$ cat src/rtl/vga_pkg.sv
`default_nettype none
// ============================================================================
// Module   : vga_pkg
// Purpose  : SVGA 800x600@60 timing constants and the D1 control struct.
// Revision : 1.0 - initial release
// ============================================================================
package vga_pkg;

  localparam int DFLT_H_ACTIVE = 800;
  localparam int DFLT_H_FP     = 40;
  localparam int DFLT_H_SYNC   = 128;
  localparam int DFLT_H_BP     = 88;
  localparam int DFLT_V_ACTIVE = 600;
  localparam int DFLT_V_FP     = 1;
  localparam int DFLT_V_SYNC   = 4;
  localparam int DFLT_V_BP     = 23;

  localparam int H_TOTAL    = DFLT_H_ACTIVE + DFLT_H_FP + DFLT_H_SYNC + DFLT_H_BP;
  localparam int V_TOTAL    = DFLT_V_ACTIVE + DFLT_V_FP + DFLT_V_SYNC + DFLT_V_BP;
  localparam int VRAM_DEPTH = DFLT_H_ACTIVE * DFLT_V_ACTIVE;

  localparam int H_CNT_W = 11;
  localparam int V_CNT_W = 10;
  localparam int ADDR_W  = 20;

  localparam logic [11:0] FG_AMBER = 12'hFB0;

  typedef struct packed {
    logic de;
    logic hs;
    logic vs;
    logic first;
  } vga_ctl_t;

endpackage
`default_nettype wire

$ cat src/rtl/vga_timing_counter.sv
`default_nettype none
// ============================================================================
// Module   : vga_timing_counter
// Purpose  : Horizontal/vertical scan counters with active/sync/first decode.
// Revision : 1.0 - initial release
// ============================================================================
module vga_timing_counter
  import vga_pkg::*;
#(
  parameter int H_ACTIVE = DFLT_H_ACTIVE,
  parameter int H_FP     = DFLT_H_FP,
  parameter int H_SYNC   = DFLT_H_SYNC,
  parameter int H_BP     = DFLT_H_BP,
  parameter int V_ACTIVE = DFLT_V_ACTIVE,
  parameter int V_FP     = DFLT_V_FP,
  parameter int V_SYNC   = DFLT_V_SYNC,
  parameter int V_BP     = DFLT_V_BP
) (
  input  logic               clk,
  input  logic               rst,
  output vga_ctl_t           o_ctl,
  output logic [H_CNT_W-1:0] o_h_cnt,
  output logic [V_CNT_W-1:0] o_v_cnt
);

  localparam int LINE_LEN    = H_ACTIVE + H_FP + H_SYNC + H_BP;
  localparam int FRAME_LINES = V_ACTIVE + V_FP + V_SYNC + V_BP;

  localparam logic [H_CNT_W-1:0] H_LAST   = H_CNT_W'(LINE_LEN - 1);
  localparam logic [H_CNT_W-1:0] H_ACT    = H_CNT_W'(H_ACTIVE);
  localparam logic [H_CNT_W-1:0] HS_START = H_CNT_W'(H_ACTIVE + H_FP);
  localparam logic [H_CNT_W-1:0] HS_END   = H_CNT_W'(H_ACTIVE + H_FP + H_SYNC);
  localparam logic [V_CNT_W-1:0] V_LAST   = V_CNT_W'(FRAME_LINES - 1);
  localparam logic [V_CNT_W-1:0] V_ACT    = V_CNT_W'(V_ACTIVE);
  localparam logic [V_CNT_W-1:0] VS_START = V_CNT_W'(V_ACTIVE + V_FP);
  localparam logic [V_CNT_W-1:0] VS_END   = V_CNT_W'(V_ACTIVE + V_FP + V_SYNC);

  logic [H_CNT_W-1:0] r_h_cnt;
  logic [V_CNT_W-1:0] r_v_cnt;

  always_ff @(posedge clk) begin
    if (rst) begin
      r_h_cnt <= '0;
      r_v_cnt <= '0;
    end else if (r_h_cnt == H_LAST) begin
      r_h_cnt <= '0;
      r_v_cnt <= (r_v_cnt == V_LAST) ? '0 : r_v_cnt + 1'b1;
    end else begin
      r_h_cnt <= r_h_cnt + 1'b1;
    end
  end

  always_comb begin
    o_ctl       = '0;
    o_ctl.de    = (r_h_cnt < H_ACT) && (r_v_cnt < V_ACT);
    o_ctl.hs    = (r_h_cnt >= HS_START) && (r_h_cnt < HS_END);
    o_ctl.vs    = (r_v_cnt >= VS_START) && (r_v_cnt < VS_END);
    o_ctl.first = (r_h_cnt == '0) && (r_v_cnt == '0);
  end

  assign o_h_cnt = r_h_cnt;
  assign o_v_cnt = r_v_cnt;

endmodule
`default_nettype wire

$ cat src/rtl/vga_scanout.sv
`default_nettype none
// ============================================================================
// Module   : vga_scanout
// Purpose  : SVGA scan-out: VRAM read addressing and 2-stage sync/RGB pipeline.
// Revision : 1.0 - initial release
// ============================================================================
module vga_scanout
  import vga_pkg::*;
#(
  parameter int          H_ACTIVE = DFLT_H_ACTIVE,
  parameter int          H_FP     = DFLT_H_FP,
  parameter int          H_SYNC   = DFLT_H_SYNC,
  parameter int          H_BP     = DFLT_H_BP,
  parameter int          V_ACTIVE = DFLT_V_ACTIVE,
  parameter int          V_FP     = DFLT_V_FP,
  parameter int          V_SYNC   = DFLT_V_SYNC,
  parameter int          V_BP     = DFLT_V_BP,
  parameter logic        SYNC_POL = 1'b1,
  parameter logic [11:0] FG_RGB   = FG_AMBER
) (
  input  logic        clk,
  input  logic        rst,
  input  logic        pixel_data,
  output logic [19:0] raddr,
  output logic        hsync,
  output logic        vsync,
  output logic        video_de,
  output logic [3:0]  red,
  output logic [3:0]  green,
  output logic [3:0]  blue,
  output logic        frame_start
);

  localparam logic [H_CNT_W-1:0] H_LAST_PX = H_CNT_W'(H_ACTIVE - 1);
  localparam logic [V_CNT_W-1:0] V_LAST_PX = V_CNT_W'(V_ACTIVE - 1);

  vga_ctl_t           w_ctl_f;
  logic [H_CNT_W-1:0] w_h_cnt;
  logic [V_CNT_W-1:0] w_v_cnt;
  logic               w_last_px;
  logic [11:0]        w_rgb;

  vga_ctl_t           r_ctl_d1;
  logic [ADDR_W-1:0]  r_raddr;
  logic               r_hsync;
  logic               r_vsync;
  logic               r_de;
  logic               r_first;
  logic [11:0]        r_rgb;

  vga_timing_counter #(
    .H_ACTIVE (H_ACTIVE),
    .H_FP     (H_FP),
    .H_SYNC   (H_SYNC),
    .H_BP     (H_BP),
    .V_ACTIVE (V_ACTIVE),
    .V_FP     (V_FP),
    .V_SYNC   (V_SYNC),
    .V_BP     (V_BP)
  ) u_timing (
    .clk     (clk),
    .rst     (rst),
    .o_ctl   (w_ctl_f),
    .o_h_cnt (w_h_cnt),
    .o_v_cnt (w_v_cnt)
  );

  // The last visible dot is where raddr holds the final VRAM address, so the
  // wrap is decided from the counters instead of a wide address compare.
  assign w_last_px = (w_h_cnt == H_LAST_PX) && (w_v_cnt == V_LAST_PX);

  always_ff @(posedge clk) begin
    if (rst) begin
      r_raddr <= '0;
    end else if (w_ctl_f.de) begin
      r_raddr <= w_last_px ? '0 : r_raddr + 1'b1;
    end
  end

  always_ff @(posedge clk) begin
    if (rst) begin
      r_ctl_d1 <= '0;
    end else begin
      r_ctl_d1 <= w_ctl_f;
    end
  end

  assign w_rgb = (r_ctl_d1.de && pixel_data) ? FG_RGB : 12'h000;

  always_ff @(posedge clk) begin
    if (rst) begin
      r_hsync <= ~SYNC_POL;
      r_vsync <= ~SYNC_POL;
      r_de    <= 1'b0;
      r_first <= 1'b0;
      r_rgb   <= 12'h000;
    end else begin
      r_hsync <= SYNC_POL ? r_ctl_d1.hs : ~r_ctl_d1.hs;
      r_vsync <= SYNC_POL ? r_ctl_d1.vs : ~r_ctl_d1.vs;
      r_de    <= r_ctl_d1.de;
      r_first <= r_ctl_d1.first;
      r_rgb   <= w_rgb;
    end
  end

  assign raddr       = r_raddr;
  assign hsync       = r_hsync;
  assign vsync       = r_vsync;
  assign video_de    = r_de;
  assign frame_start = r_first;
  assign red         = r_rgb[11:8];
  assign green       = r_rgb[7:4];
  assign blue        = r_rgb[3:0];

endmodule
`default_nettype wire

$ cat config.mk
export PLATFORM = sky130hd
export DESIGN_NAME = vga_scanout
export DESIGN_NICKNAME = d
export VERILOG_FILES = /design/src/rtl/vga_pkg.sv /design/src/rtl/vga_timing_counter.sv /design/src/rtl/vga_scanout.sv
export SDC_FILE = /design/constraint.sdc
export NUM_CORES = 1
export LEC_CHECK = 0
export CORE_MARGIN = 3
export CORE_UTILIZATION = 53
export CTS_BUF_LIST = sky130_fd_sc_hd__clkbuf_2
export DETAILED_ROUTE_END_ITERATION = 8
export PLACE_DENSITY = 0.9
export SYNTH_ARGS = -nofsm -noshare
export SYNTH_HDL_FRONTEND = slang
export SYNTH_SLANG_ARGS = --single-unit
$ cat constraint.sdc
create_clock -name clk -period 2.2 [get_ports clk]
set_input_delay 0.44 -clock clk [delete_from_list [all_inputs] [get_ports clk]]
set_output_delay 0.44 -clock clk [all_outputs]
set_load 0.01 [all_outputs]
# ---- Yosys cells after proc, flatten, opt, wreduce, memory -nomap -nowiden
# Cells that the tools add are included.
dict set report classes {
  eq_ne 4
  reduce_logical 9
  addsub 3
  n_mux 3
  magnitude_cmp 6
}
# operator count
set ops {}
lappend ops {{$lt A11 B10 Y1 const B} 2}
lappend ops {{$add A20 B1 Y20 const B} 1}
lappend ops {{$eq A10 B10 Y1 const B} 2}
lappend ops {{$lt A10 B10 Y1 const B} 2}
lappend ops {{$mux W20} 1}
lappend ops {{$mux W12} 1}
lappend ops {{$add A11 B1 Y11 const B} 1}
lappend ops {{$eq A11 B10 Y1 const B} 1}
lappend ops {{$eq A11 B11 Y1 const B} 1}
lappend ops {{$ge A11 B10 Y1 const B} 1}
lappend ops {{$logic_not A11 Y1} 1}
lappend ops {{$add A10 B1 Y10 const B} 1}
lappend ops {{$ge A10 B10 Y1 const B} 1}
lappend ops {{$logic_not A10 Y1} 1}
lappend ops {{$mux W10} 1}
lappend ops {{$logic_and A1 B1 Y1} 6}
lappend ops {{$reduce_or A2 Y1} 1}
dict set report totals {
  elab_cells 37
  register_bits 61
}

# ---- Logic depth before layout (Yosys ltp)
dict set report logic_depth {
  word_depth 3
  ltp_mapped 6
  mapped_depth_nobuf 6
}

# ---- Modules after synthesis
# A second synthesis with hierarchy kept.
dict set report hier_totals {
  hier_cells 275
  hier_area_um2 2496.1
}
# module n_inst seq_area_each_um2 area_each_um2 cells_per_inst
set modules_own_cells {}
lappend modules_own_cells {vga_scanout 1 580.6 1323.8 139}
lappend modules_own_cells {vga_timing_counter 1 420.4 1172.4 136}

# ---- Worst setup path after synthesis
# OpenSTA, ideal clock, no wires.
dict set report synth_timing {
  path_type {flip-flop to flip-flop}
  from {register u_timing.r_h_cnt[5] (netlist: u_timing.o_h_cnt[5])}
  to {register r_raddr[16] (netlist: raddr[16])}
  stages_incl_launch_ff 6
  period_less_slack_ps 1788
  t_arrival_ps 1718
  path_slack_ps 412
  cell_sequence {dfxtp_1 clkbuf_1 o311ai_4 o2111ai_2 or4_1 a21oi_1}
}
dict set report synth_via {
  elab_chain_cells 3
  elab_cells_between_ends 5
  classes_between {1 x order compare; 1 x eq/ne; 1 x mux; 2 x reduce/logical}
}
# item line_no
set synth_lines {}
lappend synth_lines {{start: declaration} vga_timing_counter.sv:38} ;# logic [H_CNT_W-1:0] r_h_cnt;
lappend synth_lines {{start signal: assignment} vga_timing_counter.sv:49} ;# r_h_cnt <= r_h_cnt + 1'b1;
lappend synth_lines {{parallel branches: the longest is 3 deep, another holds $lt A11 B10 Y1} n/a}
lappend synth_lines {{end signal: assignment} vga_scanout.sv:76} ;# r_raddr <= w_last_px ? '0 : r_raddr + 1'b1;
lappend synth_lines {{end: declaration} vga_scanout.sv:44} ;# logic [ADDR_W-1:0] r_raddr;
# Several ways; the timed one is not identified.
# A chain may end at the register's enable or synchronous reset.

# ---- Worst setup path in the final report
dict set report layout_timing {
  from {register u_timing.r_v_cnt[5] (netlist: u_timing.o_v_cnt[5])}
  to {register r_raddr[16] (netlist: raddr[16])}
}
dict set report layout_via {
  elab_chain_cells 3
  elab_cells_between_ends 5
  classes_between {1 x order compare; 1 x eq/ne; 1 x mux; 2 x reduce/logical}
}
# item line_no
set layout_lines {}
lappend layout_lines {{start: declaration} vga_timing_counter.sv:39} ;# logic [V_CNT_W-1:0] r_v_cnt;
lappend layout_lines {{start signal: assignment} vga_timing_counter.sv:47} ;# r_v_cnt <= (r_v_cnt == V_LAST) ? '0 : r_v_cnt + 1'b1;
lappend layout_lines {{parallel branches: the longest is 3 deep, another holds $lt A10 B10 Y1} n/a}
# Several ways; the timed one is not identified.

==> run metrics <==
status complete, no violations; Final Cycle Share 93.8%; leakage 0.000983 uW; CTS tree yes; Mapped Area 2460 sq um; PnR worst setup slack 137 ps; antenna violations before repair 0; Seq/Total Area, Yosys 40.7%; peak supply drop 0.290 mV; Reg2Reg Setup Slack 140 ps; via count 2163; Num CTS Buffers 5; fin nets 315; CP cell instances a2111oi_4 > o2111ai_2 > or4_1 > a21oi_1; global routing's busiest layer met2; crit path time final 2060 ps; Total Wirelength 5050 um; Skew-Pair Late Insertion Delay 420 ps; Post-DRT Antenna Nets 0; worst r2r src u_timing.o_v_cnt[5]$_SDFFE_PP0N_; residual DRC count 0; H-tree depth 2; drt first-iter violations 181; Hold Path Depth 1; #FFs+latches synth 50; endpoints failing hold 0; Core Box Area 4410 sq um; met1 Track Usage GR 24.0%; # rows 24; hold_buf cts 0; end of the worst hold path vsync$_SDFF_PP0_; clk root buf clkbuf_2; final setup vio count 0; Hold Crit Class reg -> reg; Tightest Pin Transition 542 ps; Synth Warn # 0; Via density 6.03; Cells after Synth 278; layout cells sized above 1 6.84%; Slew Limit Fails 0; Worst EP arrival 2440 ps; Placer Congestion 0.852; CP max stage cell a2111oi_4; final hold slack 462 ps; Util after Layout 65.3%; Slew HR 63.7%; GR Util met2 31.2%; worst hold start r_ctl_d1[1]$_SDFF_PP0_; DIE AREA 5490 sq um; Setup CP Type reg -> reg; CP Launch Type register; Netlist cell types 41; crit end category register; Tot GR Track Use 19.2%; DP Wirelength 3600 um; dpl ws 127 ps; CP required 2570 ps; Starting Density 55.7%; number of global-route vias before repair 1930; Post-Syn Area per Cell 8.84 sq um; Pwr Density 557 nW/um^2; CTS sink count 50; Clock Skew 22.6 ps; met3 GRT Util 4.73%; Max stage delay on crit path 560 ps; number of max-cap violations 0; WL/cell 14.1 um; die extent in x 74.1 um; grt ovf 0; Filler Cell Count 370; Max FO, Critical Path 10; Max Root-Sink Buffers 2; global-route wire length before repair 8340 um; count of input and output buffers 33; Die Y 74.1 um; clock transition at the registers of the reported paths 240 ps; r2r endpoint raddr[16]$_SDFFE_PP0P_; Antenna Cells 0; setup repair bufs after CTS 0; area grow syn2layout 17.3%; DRT Pass-1 Iters 4; top-level port count 39; Max Clock Freq 485 MHz; Register-to-Register Path Depth 4; cts repair resizes 0; largest net degree at the start of global routing 21
-- layer usage --
layer  part of all wire [%]  up-vias
met5                      0        -
met4                    1.7        0
met3                    7.1       12
met2                     48       82
met1                     43     1014
li1                       -     1055
-- cells by family after synthesis --
| group | after synthesis | synth area share, % |
|---|---|---|
| simple gates | 117 | 26.9 |
| compound gates | 54 | 15.7 |
| flops | 50 | 40.7 |
| buf+inv | 31 | 6.56 |
| xor+xnor | 17 | 6.06 |
| fa+ha+maj | 6 | 3.05 |
| mux | 2 | 0.814 |
| other cells | 1 | 0.153 |
-- registers in the layout, indices dropped and copies added, names as in the netlist --
| name | flops |
|---|---|
| hsync | 1 |
| r_rgb | 1 |
| video_de | 1 |
| u_timing.o_h_cnt | 11 |
| raddr | 20 |
| frame_start | 1 |
| vsync | 1 |
| u_timing.o_v_cnt | 10 |
| r_ctl_d1 | 4 |
-- worst max path at each step --
stage / from / to / slack (ps)
after floorplan: u_timing.o_h_cnt[5]$_SDFF_PP0_ / raddr[16]$_SDFFE_PP0P_ / 410
after global placement: u_timing.o_v_cnt[4]$_SDFFE_PP0N_ / raddr[11]$_SDFFE_PP0P_ / 210
after detailed placement: u_timing.o_v_cnt[4]$_SDFFE_PP0N_ / raddr[19]$_SDFFE_PP0P_ / 130
after CTS: u_timing.o_v_cnt[4]$_SDFFE_PP0N_ / raddr[19]$_SDFFE_PP0P_ / 70
after global routing: u_timing.o_v_cnt[5]$_SDFFE_PP0N_ / raddr[18]$_SDFFE_PP0P_ / -20
final: u_timing.o_v_cnt[5]$_SDFFE_PP0N_ / raddr[16]$_SDFFE_PP0P_ / 140
-- where the power goes --
part	internal, uW	total, uW	switching, uW	leakage (uW)
Sequential	924	939	15.1	0.000405
Combinational	43.3	89.2	46.0	0.000528
Clock	302	579	276	0.0000506
-- layout by cell type, fill, tap and decap left out, drive strengths merged --
cell / n
nor4: 4
o311ai: 1
nand2: 16
and3b: 1
o2111ai: 3
nor2: 22
and4b: 1
mux2i: 2
nor4b: 2
nand4: 10
dfxtp: 50
nor2b: 6
a21oi: 22
or3: 11
xor2: 10
nand3: 12
o211ai: 2
ha: 6
clkdlybuf4s50: 33
nor3b: 1
a41o: 2
bufinv: 2
and3: 6
buf: 6
or2: 1
xnor2: 7
nor3: 5
o21ai: 11
inv: 9
clkbuf: 5
conb: 5
nand2b: 1
or4: 12
and2: 1
o31ai: 12
clkinv: 1
a2111oi: 1
and4: 5
-- layout make-up --
class	instances	area, sq um	share of cell area [%]
multi-input combinational	201	1320	45.8
sequential	50	1000	34.7
timing repair buffer	39	375	13.0
tap	52	65.1	2.26
clock inverter	3	63.8	2.21
inverter	9	33.8	1.17
clock buffer	5	25.0	0.868
-- synthesized netlist by cell type (all sizes together) --
master,instances,area share [%]
o31ai,12,3.9
nand3,12,2.4
and3b,1,0.36
o211ai,2,0.81
nor3,5,1.2
mux2i,2,0.81
or3,11,2.8
nor4,4,1.0
dfxtp,50,41
xnor2,7,2.5
o2111ai,3,1.3
nor3b,1,0.31
or4,12,3.7
and2,1,0.25
and3,6,1.5
nand2b,1,0.25
a21oi,22,4.5
xor2,10,3.6
o21ai,11,2.2
ha,6,3.1
nor2b,6,1.5
nor4b,2,0.71
clkbuf,8,1.2
a2111oi,1,1.1
nand2,16,2.4
a41o,2,0.81
buf,14,4.0
and4b,1,0.41
nor2,22,3.4
o311ai,1,1.1
nand4,10,2.5
or2,1,0.25
and4,5,1.8
conb,1,0.15
inv,9,1.4
-- critical path: cells and delay by family (launching register included) --
family,cells,cell delay (ps)
AND/OR/NAND/NOR,1,540
flip-flops,1,450
AO/OA/AOI/OAI,3,1040
-- per-stage QoR --
stage	area [sq um]	power (uW)	std cells	TNS, ps
3_3_place_gp	2790	1040	351	0
3_5_place_dp	2790	1040	351	0
4_1_cts	2880	1620	359	0
6_report	2880	1610	359	0
5_1_grt	2880	1670	359	-47.4
2_1_floorplan	2470	1010	282	0
(Power assumes the default switching activity.)
